[src/rtl/stream_pkg.sv]
// Shared types and helpers for the stream width converters.
// Holds the beat-buffer state enum and the lane-index width rule.
package stream_pkg;

  typedef enum logic {
    EMPTY = 1'b0,
    SEND  = 1'b1
  } state_t;

  function automatic int lane_idx_w(input int ratio);
    return (ratio > 1) ? $clog2(ratio) : 1;
  endfunction

endpackage

[src/rtl/lane_next_sel.sv]
// Finds the lowest set keep bit above (or at, with incl) a lane index.
// is_final is high when no such lane exists.
module lane_next_sel
  import stream_pkg::*;
#(
  parameter int RATIO = 4,
  parameter int IW    = lane_idx_w(RATIO)
) (
  input  logic [RATIO-1:0] keep,
  input  logic [IW-1:0]    idx,
  input  logic             incl,
  output logic [IW-1:0]    next,
  output logic             is_final
);

  // Walk downward so the lowest qualifying lane wins.
  always_comb begin
    next     = '0;
    is_final = 1'b1;
    for (int i = RATIO - 1; i >= 0; i--) begin
      if (keep[i] &&
          ((i > int'(idx)) ||
           (incl && (i == int'(idx))))) begin
        next     = IW'(i);
        is_final = 1'b0;
      end
    end
  end

endmodule

[src/rtl/stream_downsize.sv]
// Wide-to-narrow stream converter: one buffered beat,
// emitted lane by lane, skipping lanes whose keep bit is clear.
module stream_downsize
  import stream_pkg::*;
#(
  parameter int T_DATA_WIDTH = 8,
  parameter int T_DATA_RATIO = 4
) (
  input  logic                    clk,
  input  logic                    rst_n,
  input  logic [T_DATA_WIDTH-1:0] s_data_i [T_DATA_RATIO],
  input  logic [T_DATA_RATIO-1:0] s_keep_i,
  input  logic                    s_last_i,
  input  logic                    s_valid_i,
  output logic                    s_ready_o,
  output logic [T_DATA_WIDTH-1:0] m_data_o,
  output logic                    m_last_o,
  output logic                    m_valid_o,
  input  logic                    m_ready_i
);

  localparam int IW = lane_idx_w(T_DATA_RATIO);

  state_t                  state;
  logic [T_DATA_WIDTH-1:0] buf_data [T_DATA_RATIO];
  logic [T_DATA_RATIO-1:0] buf_keep;
  logic                    buf_last;
  logic [IW-1:0]           idx;

  logic [IW-1:0] next_idx;
  logic          is_final;
  logic [IW-1:0] first_idx;
  logic          keep_none;
  logic          s_hs;

  lane_next_sel #(
    .RATIO (T_DATA_RATIO),
    .IW    (IW)
  ) u_buf_sel (
    .keep     (buf_keep),
    .idx      (idx),
    .incl     (1'b0),
    .next     (next_idx),
    .is_final (is_final)
  );

  // Searching from lane 0 inclusive gives the first lane of a new beat.
  lane_next_sel #(
    .RATIO (T_DATA_RATIO),
    .IW    (IW)
  ) u_in_sel (
    .keep     (s_keep_i),
    .idx      ('0),
    .incl     (1'b1),
    .next     (first_idx),
    .is_final (keep_none)
  );

  always_comb begin
    s_ready_o = 1'b0;
    if (!rst_n) begin
      s_ready_o = (state == EMPTY) ||
                  (m_ready_i && is_final);
    end
  end

  assign s_hs      = s_valid_i && s_ready_o;
  assign m_valid_o = (state == SEND);
  assign m_last_o  = (state == SEND) && is_final && buf_last;

  always_comb begin
    m_data_o = '0;
    if (state == SEND) begin
      m_data_o = buf_data[idx];
    end
  end

  always_ff @(posedge clk or posedge rst_n) begin
    if (rst_n) begin
      state    <= EMPTY;
      buf_keep <= '0;
      buf_last <= 1'b0;
      idx      <= '0;
      for (int i = 0; i < T_DATA_RATIO; i++) begin
        buf_data[i] <= '0;
      end
    end else if (s_hs) begin
      // In SEND a beat is only accepted on the final-lane handshake.
      if (!keep_none) begin
        state    <= SEND;
        buf_data <= s_data_i;
        buf_keep <= s_keep_i;
        buf_last <= s_last_i;
        idx      <= first_idx;
      end else begin
        state <= EMPTY;
      end
    end else if (state == SEND && m_ready_i) begin
      if (is_final) begin
        state <= EMPTY;
      end else begin
        idx <= next_idx;
      end
    end
  end

endmodule

[config.mk]
export PLATFORM = sky130hd
export DESIGN_NAME = stream_downsize
export DESIGN_NICKNAME = d
export VERILOG_FILES = /design/src/rtl/stream_pkg.sv /design/src/rtl/lane_next_sel.sv /design/src/rtl/stream_downsize.sv
export SDC_FILE = /design/constraint.sdc
export NUM_CORES = 1
export LEC_CHECK = 0
export CAP_MARGIN = 20
export CORE_MARGIN = 5
export CORE_UTILIZATION = 49
export DETAILED_ROUTE_END_ITERATION = 8
export PLACE_DENSITY = 0.79
export SLEW_MARGIN = 15
export SYNTH_ARGS = -nofsm -noshare
export SYNTH_HDL_FRONTEND = slang
export SYNTH_HIERARCHICAL = 1
export SYNTH_SLANG_ARGS = --single-unit
[constraint.sdc]
create_clock -name clk -period 2.2 [get_ports clk]
set_input_delay 0.22 -clock clk [delete_from_list [all_inputs] [get_ports clk]]
set_output_delay 0.22 -clock clk [all_outputs]
set_load 0.02 [all_outputs]
==> results of run 1 <==
## kinds of logic after synthesis
family                   count (synthesis)  synth area share [%]
flip-flops                              40                 47.51
other                                    2                0.3564
adder cells (fa/ha/maj)                  2                 1.069
AND/OR/NAND/NOR                         28                 7.720
buffers and inverters                   15                 3.919
AO/OA/AOI/OAI                           16                 5.582
multiplexers                            49                 33.85
## registers in the layout, summed over array words and instances, names as in the netlist
signal,cells
buf_data,32
buf_keep,4
idx,2
buf_last,1
m_valid_o,1
## worst reg2reg max path, cell delays in order (launching register included)
cell	delay [ps]
dfrtp_1	410
maj3_2	310
o22a_1	230
nor2_2	180
buf_4	150
nand2_1	40
nand2_1	100
nand2_2	90
buf_12	180
mux2_4	330
## metal layers
metal	GRT usage [%]	vias up	share of wire, %
met5	0	-	0
met4	6.019	0	1.3
met3	4.749	10	6.0
met2	30.39	40	50
met1	21.87	712	42
li1	-	679	-
## power breakdown
group / total (mW) / switching [mW] / internal (mW)
sequential: 1.38 / 0.265 / 1.11
combinational: 1.76 / 0.683 / 1.08
clock: 0.490 / 0.240 / 0.250
total: 3.63 / 1.19 / 2.44
## repair_timing
action / in CTS / in global routing
gates resized for setup: 10 / 5
setup buffers: 0 / 1
setup endpoints to repair: 10 / 9
## worst paths after layout
kind                                    startpoint                       end  slack (ps)  cells after the start
max                        buf_keep[3]$_DFFE_PP0P_  buf_data[22]$_DFFE_PP0P_          60                      9
min                                          rst_n     m_valid_o$_DFFE_PP0P_         420                      3
max reg2reg                buf_keep[3]$_DFFE_PP0P_  buf_data[22]$_DFFE_PP0P_          60                      9
min reg2reg                buf_data[7]$_DFFE_PP0P_   buf_data[7]$_DFFE_PP0P_         510                      1
max in group asynchronous                    rst_n        idx[1]$_DFFE_PP0P_        1400                      3
min in group clk           buf_data[7]$_DFFE_PP0P_   buf_data[7]$_DFFE_PP0P_         510                      1
## synth_stat cells, drive strengths merged
cell / n / area share (%)
o211ai: 2 / 0.71
a21oi: 2 / 0.48
nor3: 2 / 0.48
and2: 8 / 2.4
o22ai: 1 / 0.30
a32oi: 2 / 0.83
a21boi: 1 / 0.53
o22a: 2 / 0.83
and3: 1 / 0.30
nor2b: 2 / 0.59
a311o: 2 / 0.95
o21ai: 4 / 0.95
clkbuf: 1 / 0.18
mux2: 41 / 25
and2b: 2 / 0.83
mux4: 8 / 8.6
nand2b: 1 / 0.65
conb: 2 / 0.36
maj3: 2 / 1.1
buf: 6 / 2.3
dfrtp: 40 / 48
nor2: 6 / 1.4
inv: 8 / 1.4
nand2: 6 / 1.1
## area by class of cell
cell class,count,area [sq um]
fill,281,1231
multi-input combinational,112,1085
clock inverter,2,10.01
sequential,40,1002
tap,50,62.56
inverter,8,30.03
clock buffer,6,82.58
timing repair buffer,60,583.1
## metrics by stage
step                cell area [sq um]  TNS (ps)
floorplan                        2163         0
global placement                 2759         0
CTS                              2845         0
finish                           2855         0
detailed placement               2759         0
global route                     2855    -19.87
==> impl_results.md, run 1 <==
* Status: finished, final reports clean
* Full die area at 5712 sq um
* Total CTS buffers at 5
* Worst min-delay path category: input port to async pin
* Fin crit share at 97.18%
* Die Span Y at 75.58 microns
* First-pass GRT wire length at 7603 microns
* Crit-path cells: maj3_2 > o22a_1 > nor2_2 > buf_4 > nand2_1 > nand2_1 > nand2_2 > buf_12 > mux2_4
* Final Hold Viols at 0
* Maximum root-to-sink buffer count at 2
* CTS tree: built
* Placed Cells at 269
* Crit path kind: flop to flop
* Hold slack final at 422.2 ps
* FF+latch count, synth at 40
* Yosys Warn Count at 6
* WP data required at between 2000 and 2500 ps
* Register area share after synthesis at 47.51%
* Width of the die at around 76 microns
* Hold_buf cts at 0
* First DRT Iteration DRCs at 46
* Worst skew pair latency at 280 ps
* Final Max Tran Viols at 0
* Root Driver: clkbuf_8
* Total power at about 3.6 mW
* Initial antenna violation count at 0
* Total gr overflow at 0
* Post-Place Worst Slack at between 40 and 50 ps
* CP max stage delay at 410 ps
* Maximum vdd drop at approximately 0.67 mV
* Data arrival, critical path at 2310 ps
* Final core occ at a little over two thirds
* Worst path most repeated cell: nand2_1
* # Max-Cap Violations at 0
* Clock Skews at 2.886 ps
* Slowest library cell on the worst path: dfrtp_1
* Avg Inst Size Synth at 13.86 sq um
* Final non-filler cell total at 278
* Most frequent cells in the layout: clkdlybuf4s50_1, dfrtp_1, mux2_2, mux2_4, conb_1
* Synth Instances at 152
* Wire length per cell at between 15 and 20 microns
* Placement Rows at 23
* Routed Antenna Nets at 0
* Yosys cell types at 28
* DR DRC count at 0
* Router iterations before antenna repair at 4
* Clk pin slew, worst setup/hold paths at 70 ps
* Worst-Margin Slew at 504.8 ps
* Clock sink count at 40
* Post-layout min period at ~2100 ps
* P_leak at 1.342 nW
* Final WL at 4578 microns
* Power Density at between 1000 and 1500 nW/um^2
* Pin count of the biggest net entering global routing at 41
* IO Count at 52
* Rel. slew slack at 66.35%
* Layout Area Growth over Synthesis at 35.51%
* Starting Density at 51.56%
* Unrepaired setup endpoints after global routing: yes
* H-tree Lvls at 2
* DP HPWL at 3465 microns
* Crit-path leading delay family: simple AND/OR/NAND/NOR gates
* Crit path buf inv count at 2
* Setup violators final at 0
* Number of port buffers at 51
* Leading cell type in the layout, fill and taps excluded: clkdlybuf4s50_1
* Placer congestion estimate at 0.7897
* Synthesized cell area at 2107 sq um
* Layout cell share with drive strength beyond 1 at 34.65%
* Final-stage net count at around 270
* All-Layer GR Usage at 17.80%
* Antenna cell count at 0
* Worst setup EP type: flop
* Worst setup margin at 62.08 ps
* CP Launch Type: flop
* Max Clk Rate at 0.4677 GHz
* Worst Path Max Fanout at 29
* Core box area at ~4000 sq um
* DR vias/cell at about 5.2
* Vias in the first global route at 1,622
* Routed vias at 1,441
No activity file was read; power rests on OpenSTA's default activity.
==> run 2: changes to the inputs <==
- ABC_CLOCK_PERIOD_IN_PS: default -> 2200
==> results of run 2 <==
No change in the layout: final DEF, timing and power equal those of run 1.
==> run 3: changes to the inputs <==
- SETUP_SLACK_MARGIN: default -> 0.5
==> run 3 against run 2 <==
Global-route usage increased by 1.5 points. Setup slack improved by 77 ps. Via count increased by 6.9%. Critical path depth down 1. Clock skew up 2.8 ps. Clock power is 20% higher. Combinational power is 31% higher. First-iteration DRC count grew 93%. Power up 18%. Hold slack improved by 12 ps. Critical endpoint is now idx[1]$_DFFE_PP0P_. Highest routed layer unchanged.
==> impl_results.md, run 3 (synthesis results as in run 1) <==
* Status: finished, final reports clean
* Number of port buffers at 51
* Most frequent cells in the layout: clkdlybuf4s50_1, dfrtp_1, mux2_4, mux2_2
* P_leak at 1.425 nW
* Worst min-delay path category: input port to async pin
* Max Clk Rate at 0.4852 GHz
* Final WL at 5570 microns
* Routed Antenna Nets at 0
* Fin crit share at ~94%
* Maximum root-to-sink buffer count at 2
* Layout Area Growth over Synthesis at 46.26%
* Wire length per cell at 19.21 microns
* Clock sink count at 40
* Hold slack final at 433.8 ps
* Setup_tns at 0 ps
* Full die area at ~5700 sq um
* Final Hold Viols at 0
* Largest register FFs at 32
* DP HPWL at 3518 microns
* Final-stage net count at 280
* First-pass GRT wire length at 8128 microns
* Antenna cell count at 0
* Post-layout min period at 2061 ps
* Total power at 4.269 mW
* Worst setup EP type: flop
* Layout cell share with drive strength beyond 1 at 46.67%
* Router iterations before antenna repair at 4
* Clock Skews at 5.724 ps
* Pin count of the biggest net entering global routing at 41
* Largest registers: buf_data x32, buf_keep x4, idx x2
* Leading cell type in the layout, fill and taps excluded: clkdlybuf4s50_1
* CTS tree: built
* DR vias/cell at around 5.3
* Starting Density at 51.56%
* Maximum vdd drop at 0.7036 mV
* Placer congestion estimate at 0.8182
* Finished Cell Area at just over 3000 sq um
* Setup violators final at 0
* Unrepaired setup endpoints after global routing: yes
* Final Max Tran Viols at 0
* Total CTS buffers at 5
* CP Launch Type: flop
* Worst Path Max Fanout at 3
* Power Density at 1385 nW/um^2
* Core box area at 4086 sq um
* First DRT Iteration DRCs at 89
* DP Area at 2788 sq um
* Data arrival, critical path at 2240 ps
* Vias in the first global route at 1,685
* Routed vias at approximately 1,500
* Filler cells at 253
* Worst skew pair latency at roughly 290 ps
* WP data required at 2380 ps
* Crit path kind: flop to flop
* Die Span Y at 75.58 microns
* Root Driver: clkbuf_8
* Width of the die at between 70 and 80 microns
* Clk pin slew, worst setup/hold paths at roughly 70 ps
* IO Count at 52
* Largest Register: buf_data
* All-Layer GR Usage at 19.28%
* Initial antenna violation count at 0
* DR DRC count at 0
* Hold_buf cts at 0
* FF-to-FF setup slack at 140 ps
* Placement Rows at 23
* # Max-Cap Violations at 0
* H-tree Lvls at 2
* Total gr overflow at 0
run 3: worst paths after layout:
kind | from | endpoint | depth (start not counted)
min reg2reg | buf_keep[0]$_DFFE_PP0P_ | buf_keep[0]$_DFFE_PP0P_ | 1
max | idx[0]$_DFFE_PP0P_ | idx[1]$_DFFE_PP0P_ | 8
max reg2reg | idx[0]$_DFFE_PP0P_ | idx[1]$_DFFE_PP0P_ | 8
min | rst_n | buf_keep[0]$_DFFE_PP0P_ | 3
max in group asynchronous | rst_n | idx[1]$_DFFE_PP0P_ | 3
min in group clk | buf_keep[0]$_DFFE_PP0P_ | buf_keep[0]$_DFFE_PP0P_ | 1
run 3: report_power, final:
part / total, mW / switching (mW) / leakage [nW] / internal, mW
clock network: 0.586 / 0.250 / 0.0552 / 0.337
logic: 2.30 / 0.881 / 0.897 / 1.42
registers: 1.38 / 0.263 / 0.473 / 1.11
total: 4.27 / 1.39 / 1.43 / 2.88
run 3: stage by stage:
| stage | utilization (%) | setup WS [ps] | instances |
|---|---|---|---|
| detailed placement | 68.22 | 53.41 | 269 |
| global placement | 68.22 | 92.60 | 269 |
| global route | 75.41 | 71.55 | 290 |
| CTS | 71.77 | 152.9 | 281 |
| floorplan | - | 290.9 | 167 |
| finish | 75.41 | 138.8 | 290 |
run 3: layout make-up:
class	instances	area [sq um]	share of cell area (%)
Inverter	8	30.03	0.9744
Tap cell	50	62.56	2.030
Timing Repair Buffer	72	730.7	23.71
Clock buffer	6	72.57	2.355
Sequential cell	40	1003	32.56
Clock inverter	2	35.03	1.137
Multi-Input combinational cell	112	1147	37.23
run 3: critical path: stages, from the launching register on:
cell,delay (ps)
dfrtp_1,410
inv_2,60
maj3_2,290
o22a_1,210
nor2_4,140
a21boi_2,80
nor2_2,190
mux2_4,320
mux2_2,260
run 3: routing by layer:
layer / GRT usage, % / wire length (microns)
met5: 0 / 0
met4: 5.437 / 70
met3: 5.145 / 295
met2: 34.71 / 3163
met1: 22.59 / 2041
run 3: what timing repair did:
action                                  in CTS  in global routing
endpoints found under the setup margin      51                 51
setup buffers                                3                  7
gates resized for setup                     57                 21
pin swaps                                    0                  5
cloned                                       1                  2
